<file path="src/rtl/ac_motor_pkg.sv">
// Shared state/direction types and default sizing for the AC motor direction
// sequencer and its ramp prescaler.
package ac_motor_pkg;

  typedef enum logic [2:0] {
    ST_IDLE      = 3'd0,
    ST_RAMP      = 3'd1,
    ST_RUN       = 3'd2,
    ST_RAMP_DOWN = 3'd3,
    ST_DWELL     = 3'd4,
    ST_FAULTED   = 3'd5
  } state_e;

  typedef enum logic [1:0] {
    DIR_STOP = 2'd0,
    DIR_CW   = 2'd1,
    DIR_CCW  = 2'd2
  } dir_e;

  localparam int DEF_AMP_BITS    = 12;
  localparam int DEF_RAMP_STEP   = 16;
  localparam int DEF_RAMP_DIV    = 64;
  localparam int DEF_STOP_CYCLES = 1000;
  localparam int DEF_CNT_BITS    = 16;

endpackage

</file>
<file path="src/rtl/ac_motor_tick_gen.sv">
// Free-running prescaler: raises tick_o for one cycle out of every RAMP_DIV,
// independent of what the sequencer FSM is doing.
module ac_motor_tick_gen
  import ac_motor_pkg::*;
#(
  parameter int RAMP_DIV = DEF_RAMP_DIV,
  parameter int CNT_BITS = DEF_CNT_BITS
) (
  input  logic clk_i,
  input  logic reset_i,
  output logic tick_o
);

  localparam logic [CNT_BITS-1:0] LAST = CNT_BITS'(RAMP_DIV - 1);

  logic [CNT_BITS-1:0] cnt_q;
  logic [CNT_BITS-1:0] cnt_d;

  always_comb begin
    cnt_d = (cnt_q == LAST) ? '0 : cnt_q + CNT_BITS'(1);
  end

  always_ff @(posedge clk_i) begin
    if (reset_i) begin
      cnt_q <= '0;
    end else begin
      cnt_q <= cnt_d;
    end
  end

  assign tick_o = (cnt_q == LAST);

endmodule

</file>
<file path="src/rtl/ac_motor_direction_sequencer.sv">
// Supervisory sequencer for the AC motor bridge: ramps amplitude, never reverses
// under load, idles the bridge for a fixed dwell and latches shutdown on fault.
module ac_motor_direction_sequencer
  import ac_motor_pkg::*;
#(
  parameter int AMP_BITS    = DEF_AMP_BITS,
  parameter int RAMP_STEP   = DEF_RAMP_STEP,
  parameter int RAMP_DIV    = DEF_RAMP_DIV,
  parameter int STOP_CYCLES = DEF_STOP_CYCLES,
  parameter int CNT_BITS    = DEF_CNT_BITS
) (
  input  logic                clk_i,
  input  logic                reset_i,
  input  logic                cmd_cw_i,
  input  logic                cmd_ccw_i,
  input  logic [AMP_BITS-1:0] cmd_amp_i,
  input  logic                fault_i,
  output logic                cw_o,
  output logic                ccw_o,
  output logic                enable_o,
  output logic [AMP_BITS-1:0] amp_o,
  output logic                busy_o,
  output logic [2:0]          state_o
);

  localparam logic [AMP_BITS-1:0] STEP       = AMP_BITS'(RAMP_STEP);
  localparam logic [CNT_BITS-1:0] DWELL_LOAD = CNT_BITS'(STOP_CYCLES - 1);

  state_e              state_q, state_d;
  dir_e                dir_q, dir_d;
  dir_e                req;
  logic [AMP_BITS-1:0] amp_q, amp_d;
  logic [CNT_BITS-1:0] dwell_q, dwell_d;
  logic [AMP_BITS-1:0] gap, upStep, downStep, ampToward, ampDown;
  logic                tick;

  ac_motor_tick_gen #(
    .RAMP_DIV (RAMP_DIV),
    .CNT_BITS (CNT_BITS)
  ) u_tick_gen (
    .clk_i   (clk_i),
    .reset_i (reset_i),
    .tick_o  (tick)
  );

  // Contradictory or zero-amplitude commands both mean "stop".
  always_comb begin
    req = DIR_STOP;
    if (cmd_amp_i != '0) begin
      if (cmd_cw_i && !cmd_ccw_i) begin
        req = DIR_CW;
      end else if (cmd_ccw_i && !cmd_cw_i) begin
        req = DIR_CCW;
      end
    end
  end

  // Step sizes are clamped to the remaining distance so the ramp never
  // overshoots the target or wraps through zero.
  always_comb begin
    gap       = (cmd_amp_i > amp_q) ? cmd_amp_i - amp_q : amp_q - cmd_amp_i;
    upStep    = (gap < STEP) ? gap : STEP;
    ampToward = (cmd_amp_i > amp_q) ? amp_q + upStep : amp_q - upStep;
    downStep  = (amp_q < STEP) ? amp_q : STEP;
    ampDown   = amp_q - downStep;
  end

  always_ff @(posedge clk_i) begin
    if (reset_i) begin
      state_q <= ST_IDLE;
      dir_q   <= DIR_STOP;
      amp_q   <= '0;
      dwell_q <= '0;
    end else begin
      state_q <= state_d;
      dir_q   <= dir_d;
      amp_q   <= amp_d;
      dwell_q <= dwell_d;
    end
  end

  always_comb begin
    state_d = state_q;
    dir_d   = dir_q;
    amp_d   = amp_q;
    dwell_d = dwell_q;
    if (fault_i) begin
      state_d = ST_FAULTED;
      amp_d   = '0;
    end else begin
      case (state_q)
        ST_IDLE: begin
          amp_d = '0;
          if (req != DIR_STOP) begin
            dir_d   = req;
            state_d = ST_RAMP;
          end
        end
        ST_RAMP: begin
          if (req != dir_q) begin
            state_d = ST_RAMP_DOWN;
          end else if (amp_q == cmd_amp_i) begin
            state_d = ST_RUN;
          end else if (tick) begin
            amp_d = ampToward;
          end
        end
        ST_RUN: begin
          if (req != dir_q) begin
            state_d = ST_RAMP_DOWN;
          end else if (amp_q != cmd_amp_i) begin
            state_d = ST_RAMP;
          end
        end
        // Requests are ignored until the bridge has been fully unloaded.
        ST_RAMP_DOWN: begin
          if (amp_q == '0) begin
            state_d = ST_DWELL;
            dwell_d = DWELL_LOAD;
          end else if (tick) begin
            amp_d = ampDown;
          end
        end
        ST_DWELL: begin
          if (dwell_q == '0) begin
            state_d = ST_IDLE;
          end else begin
            dwell_d = dwell_q - CNT_BITS'(1);
          end
        end
        ST_FAULTED: begin
          amp_d = '0;
          if (req == DIR_STOP) begin
            state_d = ST_DWELL;
            dwell_d = DWELL_LOAD;
          end
        end
        default: begin
          state_d = ST_IDLE;
          amp_d   = '0;
        end
      endcase
    end
  end

  always_comb begin
    cw_o     = 1'b0;
    ccw_o    = 1'b0;
    enable_o = 1'b0;
    case (state_q)
      ST_RAMP, ST_RUN, ST_RAMP_DOWN: begin
        enable_o = 1'b1;
        cw_o     = (dir_q == DIR_CW);
        ccw_o    = (dir_q == DIR_CCW);
      end
      default: begin
        enable_o = 1'b0;
      end
    endcase
    busy_o = (state_q == ST_RAMP) || (state_q == ST_RAMP_DOWN) || (state_q == ST_DWELL);
  end

  assign amp_o   = amp_q;
  assign state_o = state_q;

endmodule

</file>
<file path="config.mk">
export PLATFORM = sky130hd
export DESIGN_NAME = ac_motor_direction_sequencer
export DESIGN_NICKNAME = d
export VERILOG_FILES = /design/src/rtl/ac_motor_pkg.sv /design/src/rtl/ac_motor_tick_gen.sv /design/src/rtl/ac_motor_direction_sequencer.sv
export SDC_FILE = /design/constraint.sdc
export NUM_CORES = 1
export LEC_CHECK = 0
export CORE_MARGIN = 2
export CORE_UTILIZATION = 45
export CTS_CLUSTER_DIAMETER = 60
export CTS_CLUSTER_SIZE = 40
export DETAILED_ROUTE_END_ITERATION = 16
export MAX_ROUTING_LAYER = met4
export REMOVE_ABC_BUFFERS = 1
export SYNTH_ARGS = -nofsm -noshare
export SYNTH_HDL_FRONTEND = slang
export SYNTH_SLANG_ARGS = --single-unit
export TNS_END_PERCENT = 100
</file>
<file path="constraint.sdc">
create_clock -name clk_i -period 15.5 [get_ports clk_i]
set_input_delay 2.325 -clock clk_i [delete_from_list [all_inputs] [get_ports clk_i]]
set_output_delay 2.325 -clock clk_i [all_outputs]
set_load 0.05 [all_outputs]
</file>
Yosys cells after proc, flatten, opt, wreduce, memory -nomap -nowiden --
Cells that the tools add are included.
Storage, ports and cells: input port bits 17, output and inout bits 19, register bits 49
Operators by class: reductions and logical operators 22, order comparisons 3, muxes and demuxes 30, add/subtract/negate cells 7, eq/ne operators 29, bitwise operators 2
Operators with widths (number):
- $mux W12 | 9
- $mux W16 | 3
- $pmux W16 S3 | 1
- $sub A12 B12 Y12 | 4
- $pmux W12 S3 | 1
- $mux W3 | 9
- $lt A12 B5 Y1 const B | 2
- $ne A2 B2 Y1 const B | 10
- $ne A3 B3 Y1 const B | 6
- $pmux W3 S6 | 1
- $reduce_and A6 Y1 | 3
- $add A16 B1 Y16 const B | 1
- $eq A16 B6 Y1 const B | 1
- $logic_not A16 Y1 | 1
- $sub A16 B1 Y16 const B | 1
- $add A12 B12 Y12 | 1
- $eq A12 B12 Y1 | 1
- $gt A12 B12 Y1 | 1
- $logic_not A12 Y1 | 1
- $ne A12 B12 Y1 | 1
- $reduce_bool A12 Y1 | 1
- $ne A4 B4 Y1 const B | 2
- $eq A3 B2 Y1 const B | 2
- $eq A3 B3 Y1 const B | 2
- other kinds (18) | 28

Longest topological paths before layout --
depth after elaboration 10, depth in mapped cells 30

Hierarchy --
Synthesis repeated with hierarchy kept, for this count alone.
Second synthesis, totals: cell total of the unflattened synthesis 607, area total of the unflattened synthesis 4598.2 µm²
Modules (own cells, without submodules):
- ac_motor_direction_sequencer | sequential area each 660.6 µm², area an instance 3885.0 µm², times used 1, cells each 527
- ac_motor_tick_gen | sequential area each 320.3 µm², area an instance 713.2 µm², times used 1, cells each 80

Worst setup path before layout --
Ideal clock, no wire load.
path kind in2reg, start input cmd_amp_i[0], end register amp_q[10] (netlist: amp_o[10]), data arrival time 7.423 ns, data required time 15.399 ns, path buffers 1, slack 7.976 ns, stages 30, path through inv_1 ha_1 inv_1 fa_1 nand3_2 a21oi_1 nor3_1 o31a_1 buf_6 mux2i_1 xor2_1 o2111ai_2 or3_1 ha_1 nor2_1 nand2_1 a41oi_1 a31oi_1 ha_1 nor2b_1 o21ai_0 nand2b_1 a21o_1 a21o_1 a21o_1 a21o_1 a21o_1 a21oi_1 xor2_1 o41ai_1
On the way: cells in the longest elaborated chain, start to end 10
RTL lines:
- start: declaration | line ac_motor_direction_sequencer.sv:16 | input logic [AMP_BITS-1:0] cmd_amp_i,
- $sub A12 B12 Y12 or $gt A12 B12 Y1 (tied branches) | line ac_motor_direction_sequencer.sv:61, ac_motor_direction_sequencer.sv:63
- $mux W12 | line ac_motor_direction_sequencer.sv:61 | gap = (cmd_amp_i > amp_q) ? cmd_amp_i - amp_q : amp_q - cmd_amp_i;
- $lt A12 B5 Y1 | line ac_motor_direction_sequencer.sv:62 | upStep = (gap < STEP) ? gap : STEP;
- $mux W12 | line ac_motor_direction_sequencer.sv:62
- $sub A12 B12 Y12 or $add A12 B12 Y12 (tied branches) | line ac_motor_direction_sequencer.sv:63 | ampToward = (cmd_amp_i > amp_q) ? amp_q + upStep : amp_q - upStep;
- $mux W12 | line ac_motor_direction_sequencer.sv:63
- $mux W12 | line ac_motor_direction_sequencer.sv:104 | end else if (tick) begin
- $mux W12 | line ac_motor_direction_sequencer.sv:102 | end else if (amp_q == cmd_amp_i) begin
- $mux W12 | line ac_motor_direction_sequencer.sv:100 | if (req != dir_q) begin
- $pmux W12 S3 | line ac_motor_direction_sequencer.sv:91 | case (state_q)
- end signal: assignment | line ac_motor_direction_sequencer.sv:77 | amp_q <= amp_d;
- end: declaration | line ac_motor_direction_sequencer.sv:32 | logic [AMP_BITS-1:0] amp_q, amp_d;
Several ways; a longest one is shown, not always the timed one. The select of a mux whose other input is x is not followed. A chain may end at the register's enable or synchronous reset.

Worst setup path after layout --
start input cmd_amp_i[9], end register amp_q[11] (netlist: amp_o[11])
Same word-level chain as after synthesis.

==> impl_metrics.env <==
export IMPL_status="finished clean"
export IMPL_rsz0062_at_grt="false"
export IMPL_tritoncts="built"
export IMPL_ir_drop_v=0.00003933
export IMPL_synthArstFlopShare_pct=0
export IMPL_cts_resized=0
export IMPL_port_buffers=35
export IMPL_drcViolationCount=0
export IMPL_yosys_warnings=0
export IMPL_numCtsBuffers=5
export IMPL_finalHoldViolCount=0
export IMPL_cp_max_fo=16
export IMPL_synth_distinct_cells=70
export IMPL_dp_cells=710
export IMPL_final_cells=718
export IMPL_setup_violations=0
export IMPL_antenna_found_initial=0
export IMPL_clk_path_buf_depth=2
export IMPL_synth_area_per_cell_sq_um=7.658
export IMPL_routed_wl_um=10650
export IMPL_viasPerCell=5.641
export IMPL_diodes=0
export IMPL_powerDensity_nw_per_um2=81.62
export IMPL_timing_final_crit_share_pct=59.53
export IMPL_coreArea_sq_um=9328
export IMPL_critPathKind="in -> reg"
export IMPL_row_count=35
export IMPL_cts_sinks=49
export IMPL_drive_gt1_share_pct=6.621
export IMPL_grt_pass1_vias=3699
export IMPL_final_common_cell="nor2_1"
export IMPL_dpl_hpwl_um=8308
export IMPL_ant_nets=0
export IMPL_vias=4050
export IMPL_cp_arrival_ns=9.41
export IMPL_grt_max_degree=24
export IMPL_power_leakage_nw=1.888
export IMPL_fin_skew_ns=0.01477
export IMPL_netlist_area_sq_um=4373
export IMPL_initial_core_util_pct=46.88
export IMPL_hold_path_class="reg -> reg"
export IMPL_slew_limit_headroom_pct=26.42
export IMPL_grt_usage_pct=21.58
export IMPL_pre_cts_ws_ns=6.096
export IMPL_post_cts_buffers=0
export IMPL_drt_iter0_markers=238
export IMPL_firstDrtPassIters=4
export IMPL_final_cell_mix="nor2_1, dfxtp_1, a21oi_1, ha_1"
export IMPL_area_growth_pct=11.39
export IMPL_synth_main_ff_cell="dfxtp_1"
export IMPL_max_freq_mhz=108.4
export IMPL_grt_pass1_wl_um=17880
export IMPL_ys_seq_area_share_pct=22.43
export IMPL_period_needed_ns=9.227
export IMPL_synth_seq_cells=49
export IMPL_cts_hold_fix_buffers=0
export IMPL_total_power_mw=0.3976
export IMPL_tightest_slew_ns=1.100
export IMPL_cts_root_buffer="clkbuf_8"
export IMPL_gp_congestion=0.8733
export IMPL_die_x_um=102.6
export IMPL_worst_slack_ns=6.273
export IMPL_dieArea_sq_um=10520
export IMPL_fillCellCount=963
export IMPL_regArea_sq_um=980.9
export IMPL_end_kind="flop"
export IMPL_syn_inst=571
export IMPL_start_kind="input port"
export IMPL_max_cap_violations=0
export IMPL_pin_count=36
export IMPL_drv_slew=0
export IMPL_overflow=0
export IMPL_synth_edf_count=0
export IMPL_clk_pin_slew_ns=0.09
export IMPL_wl_per_cell_um=14.83
export IMPL_htree_levels=2
export IMPL_worst_endpoint_required_ns=15.68
export IMPL_clkLatencyLatePin_ns=0.30
export IMPL_finalSetupTns_ns=0
export IMPL_multi_input_area_sq_um=3134
export IMPL_die_y_um=102.6
export IMPL_nets=645
[per-stage QoR]
step | instance area (sq um) | hold slack [ns] | utilization [%]
2_1_floorplan | 4244 | 0.4263 | -
3_3_place_gp | 4770 | 0.4404 | 51.13
3_5_place_dp | 4770 | 0.4512 | 51.13
4_1_cts | 4871 | 0.4717 | 52.22
5_1_grt | 4871 | 0.5103 | 52.22
6_report | 4871 | 0.4631 | 52.22
[layer usage]
| layer | part of all wire [%] | vias up | track usage (%) |
|---|---|---|---|
| li1 | - | 2052 | - |
| met1 | 52 | 1908 | 31.93 |
| met2 | 43 | 82 | 31.57 |
| met3 | 4.4 | 8 | 3.254 |
| met4 | 0.76 | 0 | 3.282 |
| met5 | 0 | - | - |
[sequential cells by signal (all words and copies together), names as in the netlist]
signal,cells
amp_o,12
dir_q,2
dwell_q,16
state_o,3
u_tick_gen.cnt_q,16
[worst max-delay path: stages]
cell and delay [ns]:
clkdlybuf4s50_1 0.57, inv_1 0.07, ha_1 0.59, nand4_1 0.25
nor3_1 0.56, o31a_1 0.66, mux2i_1 0.32, xor2_1 0.19
o2111ai_2 0.28, or3_1 0.45, ha_1 0.29, nor2b_1 0.13
a31oi_1 0.17, nor2_1 0.07, a31oi_1 0.17, ha_1 0.24
nor2b_1 0.14, o31a_1 0.25, o21ai_0 0.26, a21boi_0 0.17
o21ai_0 0.25, a21oi_1 0.14, o41ai_1 0.34, xor2_1 0.21
mux2i_1 0.22, a21oi_1 0.08
[cell families after synthesis]
family / after synthesis / share of synthesized area [%]
DFF: 49 / 22.43
and+or+nand+nor: 230 / 26.75
AOI/OAI and AO/OA: 134 / 21.23
adders and majority gates: 40 / 11.96
muxes: 11 / 2.575
buffers and inverters: 62 / 6.037
xor gates and xnor gates: 45 / 9.013
[path summary, 6_finish.rpt]
check,depth (start not counted),to,from,slack [ns]
setup / recovery,26,amp_o[11],cmd_amp_i[9],6.27
hold / removal,1,u_tick_gen.cnt_q[0],u_tick_gen.cnt_q[0],0.46
setup reg to reg,24,amp_o[11],amp_o[9],8.53
hold reg to reg,1,u_tick_gen.cnt_q[0],u_tick_gen.cnt_q[0],0.46
[layout make-up]
type	instances	area share (%)
multi-input cells	460	64.35
flip-flops and latches	49	20.14
repair buffers	36	7.347
well taps	129	3.314
inverters	36	2.774
clock buffers	7	1.978
clock inverters	1	0.1027
[power breakdown]
| group | internal [mW] | switching (mW) |
|---|---|---|
| Clock | 0.0404 | 0.0407 |
| Sequential | 0.139 | 0.0164 |
| Combinational | 0.0663 | 0.0952 |
[cells in the mapped netlist (2+ instances only)]
| cell type | n | area (sq um) |
|---|---|---|
| o32ai_1 | 2 | 17.52 |
| o31ai_1 | 5 | 37.54 |
| o41ai_1 | 2 | 17.52 |
| nor3_1 | 22 | 110.1 |
| nor2b_1 | 7 | 43.79 |
| nor3b_1 | 2 | 15.01 |
| buf_4 | 3 | 22.52 |
| nor3b_2 | 3 | 37.54 |
| fa_1 | 3 | 60.06 |
| ha_1 | 37 | 462.9 |
| o21a_1 | 4 | 30.03 |
| buf_2 | 4 | 20.02 |
| nand3_1 | 18 | 90.09 |
| nand4_1 | 7 | 43.79 |
| a21oi_2 | 2 | 17.52 |
| and3_1 | 7 | 43.79 |
| o21ai_0 | 23 | 115.1 |
| nor2_1 | 80 | 300.3 |
| inv_1 | 36 | 135.1 |
| xnor2_1 | 26 | 227.7 |
| nand2_1 | 36 | 135.1 |
| a21oi_1 | 38 | 190.2 |
| o31a_1 | 3 | 26.28 |
| or4_1 | 4 | 30.03 |
| a31o_2 | 2 | 17.52 |
| a311oi_1 | 2 | 17.52 |
| nor4_2 | 2 | 25.02 |
| a211oi_1 | 6 | 45.04 |
| clkbuf_1 | 17 | 63.81 |
| a21boi_0 | 3 | 22.52 |
| or2_2 | 4 | 25.02 |
| a21o_1 | 12 | 90.09 |
| a31oi_1 | 10 | 62.56 |
| nor4_1 | 9 | 56.30 |
| mux2_2 | 2 | 22.52 |
| nand3b_1 | 3 | 22.52 |
| buf_6 | 2 | 22.52 |
| mux2i_1 | 9 | 90.09 |
| nand2b_1 | 11 | 68.82 |
| nand4b_1 | 2 | 17.52 |
| xor2_1 | 19 | 166.4 |
| a211oi_2 | 2 | 25.02 |
| dfxtp_1 | 49 | 980.9 |
| or3_1 | 5 | 31.28 |
Power figures use the tool's default switching activity.
